File: config.mk
export PLATFORM = sky130hd
export DESIGN_NAME = fp16_to_fixed_flat
export DESIGN_NICKNAME = d
export VERILOG_FILES = /design/src/rtl/fp16_to_fixed_if.sv /design/src/rtl/fp16_to_fixed.sv /design/src/flat_wrapper.sv
export SDC_FILE = /design/constraint.sdc
export NUM_CORES = 1
export LEC_CHECK = 0
export BUFFER_PORTS_ARGS = -buffer_cell sky130_fd_sc_hd__buf_2
export CAP_MARGIN = 40
export CORE_MARGIN = 3
export CORE_UTILIZATION = 54
export DETAILED_ROUTE_END_ITERATION = 8
export GPL_TIMING_DRIVEN = 0
export PLACE_DENSITY = 0.77
export SYNTH_ARGS = -nofsm -noshare
export SYNTH_HDL_FRONTEND = slang
export SYNTH_SLANG_ARGS = --single-unit
File: constraint.sdc
create_clock -name clk -period 3 [get_ports clk]
set_input_delay 0.45 -clock clk [delete_from_list [all_inputs] [get_ports clk]]
set_output_delay 0.45 -clock clk [all_outputs]
set_load 0.005 [all_outputs]
File: src/rtl/fp16_to_fixed_if.sv
// Handshake bundle for the binary16 -> unsigned fixed-point converter.
// Input side: operand offer. Output side: result plus per-result status flags.
interface fp16_to_fixed_if #(parameter int OUT_W = 16);
  logic             in_valid;
  logic             in_ready;
  logic [15:0]      float_in;
  logic             out_valid;
  logic             out_ready;
  logic [OUT_W-1:0] fixed_out;
  logic             flag_ovf;
  logic             flag_neg;
  logic             flag_nan;
  logic             flag_inexact;

  modport master (
    output in_valid, float_in, out_ready,
    input  in_ready, out_valid, fixed_out, flag_ovf, flag_neg, flag_nan, flag_inexact
  );

  modport slave (
    input  in_valid, float_in, out_ready,
    output in_ready, out_valid, fixed_out, flag_ovf, flag_neg, flag_nan, flag_inexact
  );
endinterface

File: src/rtl/fp16_to_fixed.sv
// Two-stage binary16 -> unsigned fixed-point converter, truncating toward zero.
// Stage 1 classifies and forms significand/shift; stage 2 shifts, saturates and flags.
module fp16_to_fixed #(
  parameter int OUT_W     = 16,
  parameter int FRAC_BITS = 0
) (
  input logic              clk,
  input logic              rst_n,
  fp16_to_fixed_if.slave   bus
);

  typedef enum logic [2:0] {
    CLS_ZERO = 3'd0,
    CLS_FIN  = 3'd1,
    CLS_INF  = 3'd2,
    CLS_NAN  = 3'd3,
    CLS_NEG  = 3'd4
  } cls_e;

  // Largest left shift that still fits an 11-bit significand in OUT_W bits.
  localparam logic signed [7:0] OVF_K = 8'(OUT_W - 11);
  // k = E - 10 + FRAC_BITS with E = biased_exp - 15 collapses to biased_exp + K_OFS.
  localparam logic signed [7:0] K_OFS = 8'(FRAC_BITS - 25);

  logic                    w_s1_adv;
  logic                    w_s2_adv;
  logic                    r_s1_valid;
  logic                    r_s2_valid;
  cls_e                    r_s1_cls;
  cls_e                    w_cls;
  logic [10:0]             r_s1_sig;
  logic [10:0]             w_sig;
  logic signed [7:0]       r_s1_k;
  logic signed [7:0]       w_k;
  logic [4:0]              w_exp;
  logic [9:0]              w_man;
  logic [7:0]              w_nshift;
  logic [10:0]             w_mask;
  logic [OUT_W-1:0]        w_sig_ext;
  logic [OUT_W-1:0]        w_res;
  logic                    w_ovf;
  logic                    w_neg;
  logic                    w_nan;
  logic                    w_inx;
  logic [OUT_W-1:0]        r_fixed;
  logic                    r_ovf;
  logic                    r_neg;
  logic                    r_nan;
  logic                    r_inx;

  assign w_s2_adv         = !r_s2_valid || bus.out_ready;
  assign w_s1_adv         = !r_s1_valid || w_s2_adv;
  assign bus.in_ready     = w_s1_adv;
  assign bus.out_valid    = r_s2_valid;
  assign bus.fixed_out    = r_fixed;
  assign bus.flag_ovf     = r_ovf;
  assign bus.flag_neg     = r_neg;
  assign bus.flag_nan     = r_nan;
  assign bus.flag_inexact = r_inx;

  // Operand decode: class priority NaN > negative nonzero > +Inf > zero > finite.
  always_comb begin
    w_exp = bus.float_in[14:10];
    w_man = bus.float_in[9:0];
    w_sig = {(w_exp != 5'd0), w_man};
    w_k   = (w_exp == 5'd0) ? (8'sd1 + K_OFS) : ($signed({3'b000, w_exp}) + K_OFS);
    if ((w_exp == 5'd31) && (w_man != 10'd0)) begin
      w_cls = CLS_NAN;
    end else if (bus.float_in[15] && ((w_exp != 5'd0) || (w_man != 10'd0))) begin
      w_cls = CLS_NEG;
    end else if (w_exp == 5'd31) begin
      w_cls = CLS_INF;
    end else if ((w_exp == 5'd0) && (w_man == 10'd0)) begin
      w_cls = CLS_ZERO;
    end else begin
      w_cls = CLS_FIN;
    end
  end

  // Stage 1 register: loads whenever the slot is free or draining.
  always_ff @(posedge clk or negedge rst_n) begin
    if (!rst_n) begin
      r_s1_valid <= 1'b0;
      r_s1_cls   <= CLS_ZERO;
      r_s1_sig   <= 11'd0;
      r_s1_k     <= 8'sd0;
    end else if (w_s1_adv) begin
      r_s1_valid <= bus.in_valid;
      if (bus.in_valid) begin
        r_s1_cls <= w_cls;
        r_s1_sig <= w_sig;
        r_s1_k   <= w_k;
      end else begin
        r_s1_cls <= r_s1_cls;
      end
    end else begin
      r_s1_valid <= r_s1_valid;
    end
  end

  // Shift/saturate: right shifts of 11 or more leave nothing but the sticky bit.
  always_comb begin
    w_res     = '0;
    w_ovf     = 1'b0;
    w_neg     = 1'b0;
    w_nan     = 1'b0;
    w_inx     = 1'b0;
    w_nshift  = 8'(-r_s1_k);
    w_mask    = (11'd1 << w_nshift[3:0]) - 11'd1;
    w_sig_ext = OUT_W'(r_s1_sig);
    case (r_s1_cls)
      CLS_NAN:  w_nan = 1'b1;
      CLS_NEG:  w_neg = 1'b1;
      CLS_INF: begin
        w_res = '1;
        w_ovf = 1'b1;
      end
      CLS_ZERO: w_res = '0;
      CLS_FIN: begin
        if (!r_s1_k[7]) begin
          if (r_s1_k > OVF_K) begin
            w_res = '1;
            w_ovf = 1'b1;
          end else begin
            w_res = w_sig_ext << r_s1_k[5:0];
          end
        end else if (w_nshift >= 8'd11) begin
          w_inx = (r_s1_sig != 11'd0);
        end else begin
          w_res = OUT_W'(r_s1_sig >> w_nshift[3:0]);
          w_inx = |(r_s1_sig & w_mask);
        end
      end
      default:  w_res = '0;
    endcase
  end

  // Stage 2 / output register: holds result and flags while stalled.
  always_ff @(posedge clk or negedge rst_n) begin
    if (!rst_n) begin
      r_s2_valid <= 1'b0;
      r_fixed    <= '0;
      r_ovf      <= 1'b0;
      r_neg      <= 1'b0;
      r_nan      <= 1'b0;
      r_inx      <= 1'b0;
    end else if (w_s2_adv) begin
      r_s2_valid <= r_s1_valid;
      if (r_s1_valid) begin
        r_fixed <= w_res;
        r_ovf   <= w_ovf;
        r_neg   <= w_neg;
        r_nan   <= w_nan;
        r_inx   <= w_inx;
      end else begin
        r_fixed <= r_fixed;
      end
    end else begin
      r_s2_valid <= r_s2_valid;
    end
  end

endmodule

File: src/flat_wrapper.sv
// flat-port wrapper written by rule: the top's interface ports become plain ports
module fp16_to_fixed_flat 
#(
  parameter int OUT_W     = 16,
  parameter int FRAC_BITS = 0
)
  (clk, rst_n, bus_in_valid, bus_float_in, bus_out_ready, bus_in_ready, bus_out_valid, bus_fixed_out, bus_flag_ovf, bus_flag_neg, bus_flag_nan, bus_flag_inexact);
  fp16_to_fixed_if #(.OUT_W(OUT_W)) bus_i ();
  input logic clk;
  input logic rst_n;
  input wire logic [$bits(bus_i.in_valid)-1:0] bus_in_valid;
  input wire logic [$bits(bus_i.float_in)-1:0] bus_float_in;
  input wire logic [$bits(bus_i.out_ready)-1:0] bus_out_ready;
  output wire logic [$bits(bus_i.in_ready)-1:0] bus_in_ready;
  output wire logic [$bits(bus_i.out_valid)-1:0] bus_out_valid;
  output wire logic [$bits(bus_i.fixed_out)-1:0] bus_fixed_out;
  output wire logic [$bits(bus_i.flag_ovf)-1:0] bus_flag_ovf;
  output wire logic [$bits(bus_i.flag_neg)-1:0] bus_flag_neg;
  output wire logic [$bits(bus_i.flag_nan)-1:0] bus_flag_nan;
  output wire logic [$bits(bus_i.flag_inexact)-1:0] bus_flag_inexact;
  assign bus_i.in_valid = bus_in_valid;
  assign bus_i.float_in = bus_float_in;
  assign bus_i.out_ready = bus_out_ready;
  assign bus_in_ready = bus_i.in_ready;
  assign bus_out_valid = bus_i.out_valid;
  assign bus_fixed_out = bus_i.fixed_out;
  assign bus_flag_ovf = bus_i.flag_ovf;
  assign bus_flag_neg = bus_i.flag_neg;
  assign bus_flag_nan = bus_i.flag_nan;
  assign bus_flag_inexact = bus_i.flag_inexact;
  fp16_to_fixed #(.OUT_W(OUT_W), .FRAC_BITS(FRAC_BITS)) u_core (.clk(clk), .rst_n(rst_n), .bus(bus_i));
endmodule
# == Yosys cells after proc, flatten, opt, wreduce, memory -nomap -nowiden ==
# Cells that the tools add are included.
# word_totals
reg_bits,44
latch_bits,0
ram_bits,0
rom_bits,0
out_inout_bits,22
n_memories,0
# op_classes
n_addsub,3
mul,0
n_div,0
magnitude_cmp,2
n_eq_ne,5
n_shift,3
muxes,17
bitwise_logic,1
n_reduce_logical,16
# ops
cell,n
2-to-1 mux 16 bit,3
one-hot mux 16 bit (2 select lines),1
<< shifter 11 x 6 -> 16 bit,1
right shift 11 x 4 -> 16 bit,1
bitwise AND 11 bit,1
nonzero test 11 bit,1
OR reduction 11 bit,1
"<< shifter 1 x 4 -> 11 bit, first input constant",1
"subtractor 11 x 1 -> 11 bit, second input constant",1
zero test 10 bit,1
nonzero test 10 bit,1
2-to-1 mux 3 bit,3
">= comparator 8 x 4 -> 1 bit, second input constant",1
"> comparator 8 x 4 -> 1 bit, second input constant",1
2-to-1 mux 1 bit,8
2-to-1 mux 8 bit,1
negator 8 bit,1
"adder 6 x 6 -> 7 bit, second input constant",1
"equality test 3 x 2 -> 1 bit, second input constant",2
"equality test 5 bit, second input constant",1
zero test 5 bit,1
nonzero test 5 bit,1
AND reduction 2 bit,2
"equality test 3 x 1 -> 1 bit, second input constant",1
5 further kinds,10

# == Depth between registers and ports, before layout ==
# Gate-level depths: netlist of the first run.
# logic_depth
ltp_word,8
ltp_mapped,15
ltp_nobuf,12

# == Least setup slack after synthesis of the first run ==
# No wires, ideal clock.
# synth_timing
kind,register -> register
start,register u_core.r_s1_k[0]
end,register u_core.r_inx (netlist: u_core.bus.flag_inexact)
arrival_time_ps,2934
required_ps,2862
setup_slack_ps,-72
stages_incl_launch_ff,16
path_buffers,3
cell_sequence,dfrtp_1 -> buf_6 -> buf_12 -> inv_2 -> ha_1 -> buf_2 -> nand2b_1 -> o21ai_0 -> a22o_1 -> nand2_1 -> ha_1 -> o221ai_1 -> nor4_1 -> nand3_1 -> a2111oi_1 -> a31oi_1
# synth_between
elab_chain_cells,8
word_cells_on_any_way,9
classes_between,add/sub (2); order compare (1); shift (1); mux (3); bitwise (1); reduce/logical (1)
# synth_rtl
element,line,text
from (decl),fp16_to_fixed.sv:33,logic signed [7:0] r_s1_k;
from (signal assigned),fp16_to_fixed.sv:92,r_s1_k <= w_k;
negator 8 bit *,fp16_to_fixed.sv:108,w_nshift = 8'(-r_s1_k);
<< shifter 1 x 4 -> 11 bit,fp16_to_fixed.sv:109,w_mask = (11'd1 << w_nshift[3:0]) - 11'd1;
subtractor 11 x 1 -> 11 bit,fp16_to_fixed.sv:109,
bitwise AND 11 bit,fp16_to_fixed.sv:131,w_inx = |(r_s1_sig & w_mask);
OR reduction 11 bit,fp16_to_fixed.sv:131,
2-to-1 mux 1 bit *,fp16_to_fixed.sv:127,end else if (w_nshift >= 8'd11) begin
2-to-1 mux 1 bit *,fp16_to_fixed.sv:120,if (!r_s1_k[7]) begin
2-to-1 mux 1 bit *,fp16_to_fixed.sv:111,case (r_s1_cls)
to (signal assigned),fp16_to_fixed.sv:154,r_inx <= w_inx;
to (decl),fp16_to_fixed.sv:49,logic r_inx;
# Mark *: on every way between the ends. The rest lies on a longest branch, timed or not.
# A chain may end at the register's enable or synchronous reset.

# == Final worst setup path of the first run ==
# Ends and elaborated chain as after synthesis.

==> results of run 1 <==
==> worst max-delay path, delay by kind of cell (launching register included) <==
kind	cells	cell delay, ns
buf+inv	4	0.49
fa+ha+maj	2	0.46
flops	1	0.42
simple gates	4	0.52
compound gates	5	0.83
==> cell families after synthesis <==
family	count (synthesis)	synth area share
AOI/OAI and AO/OA	131	0.239
xor gates and xnor gates	7	0.0169
muxes	38	0.119
DFF	43	0.297
and+or+nand+nor	169	0.231
buffers and inverters	49	0.0626
adders and majority gates	10	0.0346
==> registers in the layout, summed over array words and instances (netlist names) <==
name                     cells
u_core.bus.fixed_out        16
u_core.r_s1_sig             11
u_core.r_s1_k                7
u_core.r_s1_cls              3
u_core.bus.flag_inexact      1
u_core.bus.flag_nan          1
u_core.bus.flag_neg          1
u_core.bus.flag_ovf          1
u_core.bus.out_valid         1
u_core.r_s1_valid            1
==> cells in the final DEF, fill, tap and decap left out, types with 3 or more instances in the layout <==
cell / count
sky130_fd_sc_hd__o211ai_1: 4
sky130_fd_sc_hd__and2_1: 3
sky130_fd_sc_hd__o21ai_0: 25
sky130_fd_sc_hd__a21boi_0: 3
sky130_fd_sc_hd__nor4_1: 5
sky130_fd_sc_hd__or4_1: 4
sky130_fd_sc_hd__a21o_1: 6
sky130_fd_sc_hd__a31oi_1: 10
sky130_fd_sc_hd__ha_1: 10
sky130_fd_sc_hd__o21ai_1: 3
sky130_fd_sc_hd__nand3_1: 12
sky130_fd_sc_hd__nand2b_1: 11
sky130_fd_sc_hd__nor2_1: 45
sky130_fd_sc_hd__inv_2: 3
sky130_fd_sc_hd__clkbuf_8: 5
sky130_fd_sc_hd__clkbuf_1: 20
sky130_fd_sc_hd__buf_6: 3
sky130_fd_sc_hd__xnor2_1: 6
sky130_fd_sc_hd__mux2_2: 19
sky130_fd_sc_hd__a21oi_1: 39
sky130_fd_sc_hd__o31ai_1: 6
sky130_fd_sc_hd__a211oi_1: 7
sky130_fd_sc_hd__inv_1: 14
sky130_fd_sc_hd__buf_4: 7
sky130_fd_sc_hd__nor3b_1: 3
sky130_fd_sc_hd__buf_2: 46
sky130_fd_sc_hd__dfrtp_1: 42
sky130_fd_sc_hd__mux2i_1: 17
sky130_fd_sc_hd__nand2_1: 42
sky130_fd_sc_hd__nand4_1: 4
sky130_fd_sc_hd__nor3_1: 19
==> power breakdown <==
part / switching (mW) / internal, mW
Sequential: 0.108 / 0.673
Clock: 0.211 / 0.163
Combinational: 0.679 / 0.481
Total: 0.998 / 1.32
==> final cells by class <==
type | count | area (sq um)
Buffer | 30 | 171
Clock buffer | 6 | 72.6
Clock inverter | 2 | 12.5
Fill cell | 579 | 2280
Inverter | 19 | 78.8
Multi-Input combinational cell | 355 | 2350
Sequential cell | 43 | 1080
Tap cell | 77 | 96.3
Timing Repair Buffer | 50 | 285
==> repair_timing <==
action,4_1_cts,5_1_grt
gates cloned,0,0
setup endpoints to repair,1,1
hold buffers,1,0
endpoints found under the hold margin,6,0
pin swaps,3,5
setup buffers,3,3
resized for setup,8,6
==> worst max path at each step <==
stage                          start                      end  slack, ns  cells after the start
global placement    u_core.r_s1_k[0]  u_core.bus.flag_inexact      -0.45                     15
detailed placement  u_core.r_s1_k[0]  u_core.bus.flag_inexact      -0.50                     15
CTS                 u_core.r_s1_k[0]  u_core.bus.flag_inexact      0.009                     15
floorplan           u_core.r_s1_k[0]  u_core.bus.flag_inexact       0.03                     15
global route        u_core.r_s1_k[0]  u_core.bus.flag_inexact      0.008                     15
finish              u_core.r_s1_k[0]  u_core.bus.flag_inexact       0.16                     15
==> metal layers <==
metal / vias up / GRT usage / share of wire
met2: 217 / 0.453 / 0.46
met5: - / 0 / 0
met4: 0 / 0.0809 / 0.025
li1: 1745 / - / -
met1: 1715 / 0.394 / 0.42
met3: 25 / 0.0480 / 0.094
==> results.sh, run 1 <==
export IMPL_critical_path_cell_chain="buf_8, buf_12, inv_4, ha_1, buf_6, nand2b_4, o21ai_1, a22o_2, nand2_1, ha_1, o221ai_1, nor4_2, nand3_1, a2111oi_2, a31oi_1"
export IMPL_design_area_sq_um=4140
export IMPL_run_status="completed"
export IMPL_min_path_cells=2
export IMPL_grt_pass1_vias=3475
export IMPL_grt_ovfl_total=0
export IMPL_reg2reg_depth=15
export IMPL_fin_total_pwr_mw=2.32
export IMPL_grt_start_max_net_pins=38
export IMPL_dpl_worst_slack_ns=-0.495
export IMPL_yosysUniqueCellTypes=70
export IMPL_final_nets=534
export IMPL_max_slew_worst_pin_slew_ns=0.920
export IMPL_largest_incremental_delay_on_the_critical_path_ns=0.42
export IMPL_cap_viol_max_count=0
export IMPL_critPathKind="reg2reg"
export IMPL_tritoncts_num_buffers=5
export IMPL_first_iter_violations=404
export IMPL_p_per_area_nw_per_um2=559
export IMPL_grt_util_all_layers=0.283
export IMPL_hold_path_startpoint="bus_in_valid"
export IMPL_fin_util=0.645
export IMPL_cts_htree_levels=2
export IMPL_yosysWarningCount=0
export IMPL_area_inside_the_core_boundary_sq_um=6420
export IMPL_antenna_found_initial=0
export IMPL_initial_utilization=0.563
export IMPL_cts_tree="built"
export IMPL_placed_cells=567
export IMPL_grt_setup_unrepaired="no"
export IMPL_clock_sinks=43
export IMPL_layout_setup_ws_ns=0.157
export IMPL_synth_area_per_cell_sq_um=8.09
export IMPL_insertion_delay_ns=0.31
export IMPL_timing_critical_path_fanout_max=10
export IMPL_fin_skew_ns=0.0176
export IMPL_timing_critical_path_arrival_ns=3.02
export IMPL_layoutNonFillerInstCount=582
export IMPL_dp_final_hpwl_um=7730
export IMPL_top_level_ports=42
export IMPL_die_width_um=87.8
export IMPL_crit_path_top_delay_cell="sky130_fd_sc_hd__dfrtp_2"
export IMPL_post_route_cells_drive_above_1_share=0.228
export IMPL_finalHoldViolations=0
export IMPL_cp_data_required_time_ns=3.17
export IMPL_r2r_end="u_core.bus.flag_inexact"
export IMPL_clock_tree_buffer_depth=2
export IMPL_area_delta_synth_final_pct=14.5
export IMPL_finalMaxSlewViolations=0
export IMPL_timing_rr_start="u_core.r_s1_k[0]"
export IMPL_firstDrtPassIters=5
export IMPL_irDropWorstVdd_mv=0.309
export IMPL_synthesis_nets=477
export IMPL_antenna_diode_count=0
export IMPL_post_synth_top_count_cell="sky130_fd_sc_hd__nor2_1"
export IMPL_routedWlPerCell_um=17.9
export IMPL_drt_total_wl_um=10400
export IMPL_gp_congestion=0.947
export IMPL_placement_io_buffers=41
export IMPL_regToRegSetupSlack_ns=0.16
export IMPL_grt_pass1_wl_um=17200
export IMPL_post_synthesis_instance_area_sq_um=3620
export IMPL_hold_class="in2reg"
export IMPL_final_min_period_over_clock_period=0.948
export IMPL_maxSlewHeadroom=0.385
export IMPL_clock_tree_root_buffer_cell="sky130_fd_sc_hd__clkbuf_8"
export IMPL_fin_setup_tns_ns=0
export IMPL_drcViolationCount=0
export IMPL_antenna_violating_nets_post_route=0
export IMPL_vias_per_cell=6.36
export IMPL_fp_dieArea_sq_um=7720
export IMPL_dieHeight_um=87.8
export IMPL_synth_seq_area_share=0.297
export IMPL_whs_endpoint="u_core.r_s1_valid"
export IMPL_synth_largest_area_cell="sky130_fd_sc_hd__dfrtp_1"
export IMPL_synth_ff_latch_count=43
export IMPL_min_period_ns=2.84
export IMPL_whs_ns=0.367
export IMPL_placedInstanceArea_sq_um=3950
export IMPL_crit_path_frequent_cell="sky130_fd_sc_hd__ha_1"
export IMPL_timing_fmax_ghz=0.352
export IMPL_post_synth_most_frequent_cells="sky130_fd_sc_hd__nor2_1 (45), sky130_fd_sc_hd__dfrtp_1 (43), sky130_fd_sc_hd__nand2_1 (42), sky130_fd_sc_hd__a21oi_1 (39), sky130_fd_sc_hd__o21ai_0 (26)"
export IMPL_vias=3702
export IMPL_netlist_top_cells_area="sky130_fd_sc_hd__dfrtp_1 (30%), sky130_fd_sc_hd__mux2_2 (5.9%), sky130_fd_sc_hd__a21oi_1 (5.4%), sky130_fd_sc_hd__mux2i_1 (4.7%), sky130_fd_sc_hd__nor2_1 (4.7%)"
export IMPL_postSynth_topFlopCell="sky130_fd_sc_hd__dfrtp_1"
export IMPL_asyncSetResetFlopFracSynth=1.00
export IMPL_end_kind="flop"
export IMPL_synth_enable_flop_cells=0
export IMPL_floorplan_rows=29
export IMPL_post_synth_top_area_fraction=0.297
export IMPL_startpoint_type="flop"
export IMPL_final_setup_viol_count=0
export IMPL_synth_cells=447
export IMPL_cts_reportedPaths_clkPinSlew_ns=0.08
export IMPL_total_leakage_power_nw=1.78
(Power assumes the default switching activity.)
==> run 2, diff against run 1 <==
==> constraint.sdc (replaced) <==
create_clock -name clk -period 2.5 [get_ports clk]
set_input_delay 0.375 -clock clk [delete_from_list [all_inputs] [get_ports clk]]
set_output_delay 0.375 -clock clk [all_outputs]
set_load 0.005 [all_outputs]
==> results.sh, run 2 (same netlist as run 1, synthesis figures left out) <==
export IMPL_run_status="completed"
export IMPL_antenna_diode_count=0
export IMPL_fin_skew_ns=0.00752
export IMPL_post_route_cells_drive_above_1_share=0.281
export IMPL_end_kind="flop"
export IMPL_grt_start_max_net_pins=40
export IMPL_layout_cells_most_common_list="sky130_fd_sc_hd__buf_2 (46), sky130_fd_sc_hd__nor2_1 (44), sky130_fd_sc_hd__dfrtp_1 (42)"
export IMPL_timing_critical_path_arrival_ns=2.64
export IMPL_placed_cells=567
export IMPL_internal_power_mw=1.65
export IMPL_critical_path_cell_chain="buf_6, clkinv_8, buf_4, buf_4, ha_2, inv_1, a21oi_1, o221ai_2, o211ai_4, o21bai_1, a2111oi_2, a31oi_1"
export IMPL_area_inside_the_core_boundary_sq_um=6420
export IMPL_reg2reg_depth=12
export IMPL_whs_ns=0.285
export IMPL_die_width_um=87.8
export IMPL_cts_htree_levels=2
export IMPL_cap_viol_max_count=0
export IMPL_floorplan_rows=29
export IMPL_drcViolationCount=0
export IMPL_pwr_share_clk=0.154
export IMPL_critPathKind="reg2reg"
export IMPL_insertion_delay_ns=0.31
export IMPL_layout_commonest_cell="sky130_fd_sc_hd__buf_2"
export IMPL_gr_usage_met1=0.401
export IMPL_regToRegSetupSlack_ns=0.04
export IMPL_dpl_worst_slack_ns=-0.474
export IMPL_maxSlewHeadroom=0.400
export IMPL_comb_power_share=0.522
export IMPL_total_switching_power_mw=1.26
export IMPL_fin_util=0.675
export IMPL_p_sw_frac=0.434
export IMPL_flip_flop_count_of_the_largest_register_all_copies_and_words_added=16
export IMPL_fin_total_pwr_mw=2.91
export IMPL_min_period_ns=2.46
export IMPL_placedInstanceArea_sq_um=3990
export IMPL_vias_per_cell=6.54
export IMPL_timing_rr_start="u_core.r_s1_k[1]"
export IMPL_dieHeight_um=87.8
export IMPL_total_leakage_power_nw=1.85
export IMPL_initial_utilization=0.563
export IMPL_crit_path_top_delay_cell="sky130_fd_sc_hd__dfrtp_1"
export IMPL_final_setup_viol_count=0
export IMPL_tritoncts_num_buffers=5
export IMPL_crit_path_frequent_cell="sky130_fd_sc_hd__buf_4"
export IMPL_gp_congestion=0.928
export IMPL_firstDrtPassIters=5
export IMPL_grt_util_all_layers=0.292
export IMPL_startpoint_type="flop"
export IMPL_final_nets=542
export IMPL_final_min_period_over_clock_period=0.984
export IMPL_first_iter_violations=441
export IMPL_met2_usage=0.453
export IMPL_setup_worst_path_start="u_core.r_s1_k[1]"
export IMPL_layout_setup_ws_ns=0.0390
export IMPL_area_delta_synth_final_pct=19.8
export IMPL_routedWlPerCell_um=18.9
export IMPL_design_area_sq_um=4330
export IMPL_grt_pass1_wl_um=17500
export IMPL_clock_tree_buffer_depth=2
export IMPL_finalHoldViolations=0
export IMPL_timing_fmax_ghz=0.406
export IMPL_clock_tree_root_buffer_cell="sky130_fd_sc_hd__clkbuf_8"
export IMPL_top_usage_layer="met2"
export IMPL_grt_pass1_vias=3539
export IMPL_antenna_violating_nets_post_route=0
export IMPL_layoutNonFillerInstCount=590
export IMPL_fin_setup_tns_ns=0
export IMPL_antenna_found_initial=0
export IMPL_critical_path_endpoint="u_core.bus.flag_inexact"
export IMPL_cp_data_required_time_ns=2.68
export IMPL_timing_critical_path_fanout_max=5
export IMPL_cts_tree="built"
export IMPL_grt_use_met3=0.0508
export IMPL_top_level_ports=42
export IMPL_grt_setup_unrepaired="yes"
export IMPL_max_slew_worst_pin_slew_ns=0.898
export IMPL_r2r_end="u_core.bus.flag_inexact"
export IMPL_finalMaxSlewViolations=0
export IMPL_clock_sinks=43
export IMPL_fp_dieArea_sq_um=7720
export IMPL_cts_reportedPaths_clkPinSlew_ns=0.08
export IMPL_irDropWorstVdd_mv=0.410
export IMPL_hold_class="in2reg"
export IMPL_vias=3856
export IMPL_drt_total_wl_um=11100
export IMPL_largest_incremental_delay_on_the_critical_path_ns=0.39
export IMPL_dp_final_hpwl_um=7800
export IMPL_placement_io_buffers=41
export IMPL_p_seq_frac=0.324
export IMPL_grt_ovfl_total=0
export IMPL_p_per_area_nw_per_um2=673
-- run 2: cell types whose count changed in the layout (fill, tap and decap cells not counted), sizes merged --
cell    previous run  this run
clkbuf            25        22
o211ai             5         6
buf               60        70
-- run 2: final cells by class --
| cell class | count | area [sq um] |
|---|---|---|
| multi-input combinational | 356 | 2460 |
| sequential | 43 | 1080 |
| timing repair buffer | 62 | 388 |
| fill | 538 | 2090 |
| clock inverter | 2 | 12.5 |
| buffer | 25 | 139 |
| clock buffer | 6 | 72.6 |
| tap | 77 | 96.3 |
| inverter | 19 | 91.3 |
-- run 2: power by group through the flow --
stage                     Clock [mW]  Combinational, mW  Sequential (mW)
after floorplan                    0              0.972            0.915
after global placement             0               1.29            0.946
after detailed placement           0               1.32            0.953
after CTS                      0.451               1.40            0.933
after global routing           0.482               1.65            0.953
final                          0.449               1.52            0.944
-- run 2: critical path, delay by kind of cell (launching register included) --
family,cells,cell delay (ns)
buffers and inverters,5,0.55
flip-flops,1,0.39
AO/OA/AOI/OAI,6,1.20
adder cells (fa/ha/maj),1,0.20
-- run 2: per-layer routing --
metal / vias to the layer above / wire, um
met2: 211 / 5130
met4: 0 / 447
met5: - / 0
li1: 1771 / -
met3: 54 / 980
met1: 1820 / 4570
-- run 2: how the worst min path moves through the flow --
stage                      start  cells after the start                      end
3_3_place_gp   u_core.r_s1_valid                      1     u_core.bus.out_valid
4_1_cts             bus_in_valid                      2        u_core.r_s1_valid
2_1_floorplan              rst_n                      0  u_core.bus.fixed_out[0]
5_1_grt             bus_in_valid                      2        u_core.r_s1_valid
6_report            bus_in_valid                      2        u_core.r_s1_valid
3_5_place_dp               rst_n                      1  u_core.bus.fixed_out[8]
-- run 2: timing repair --
action	4_1_cts	5_1_grt
pin swaps	8	9
setup buffers	12	6
hold endpoints to repair	4	0
gates cloned	0	1
endpoints found under the setup margin	12	11
hold buffers	1	0
gates resized for setup	12	20
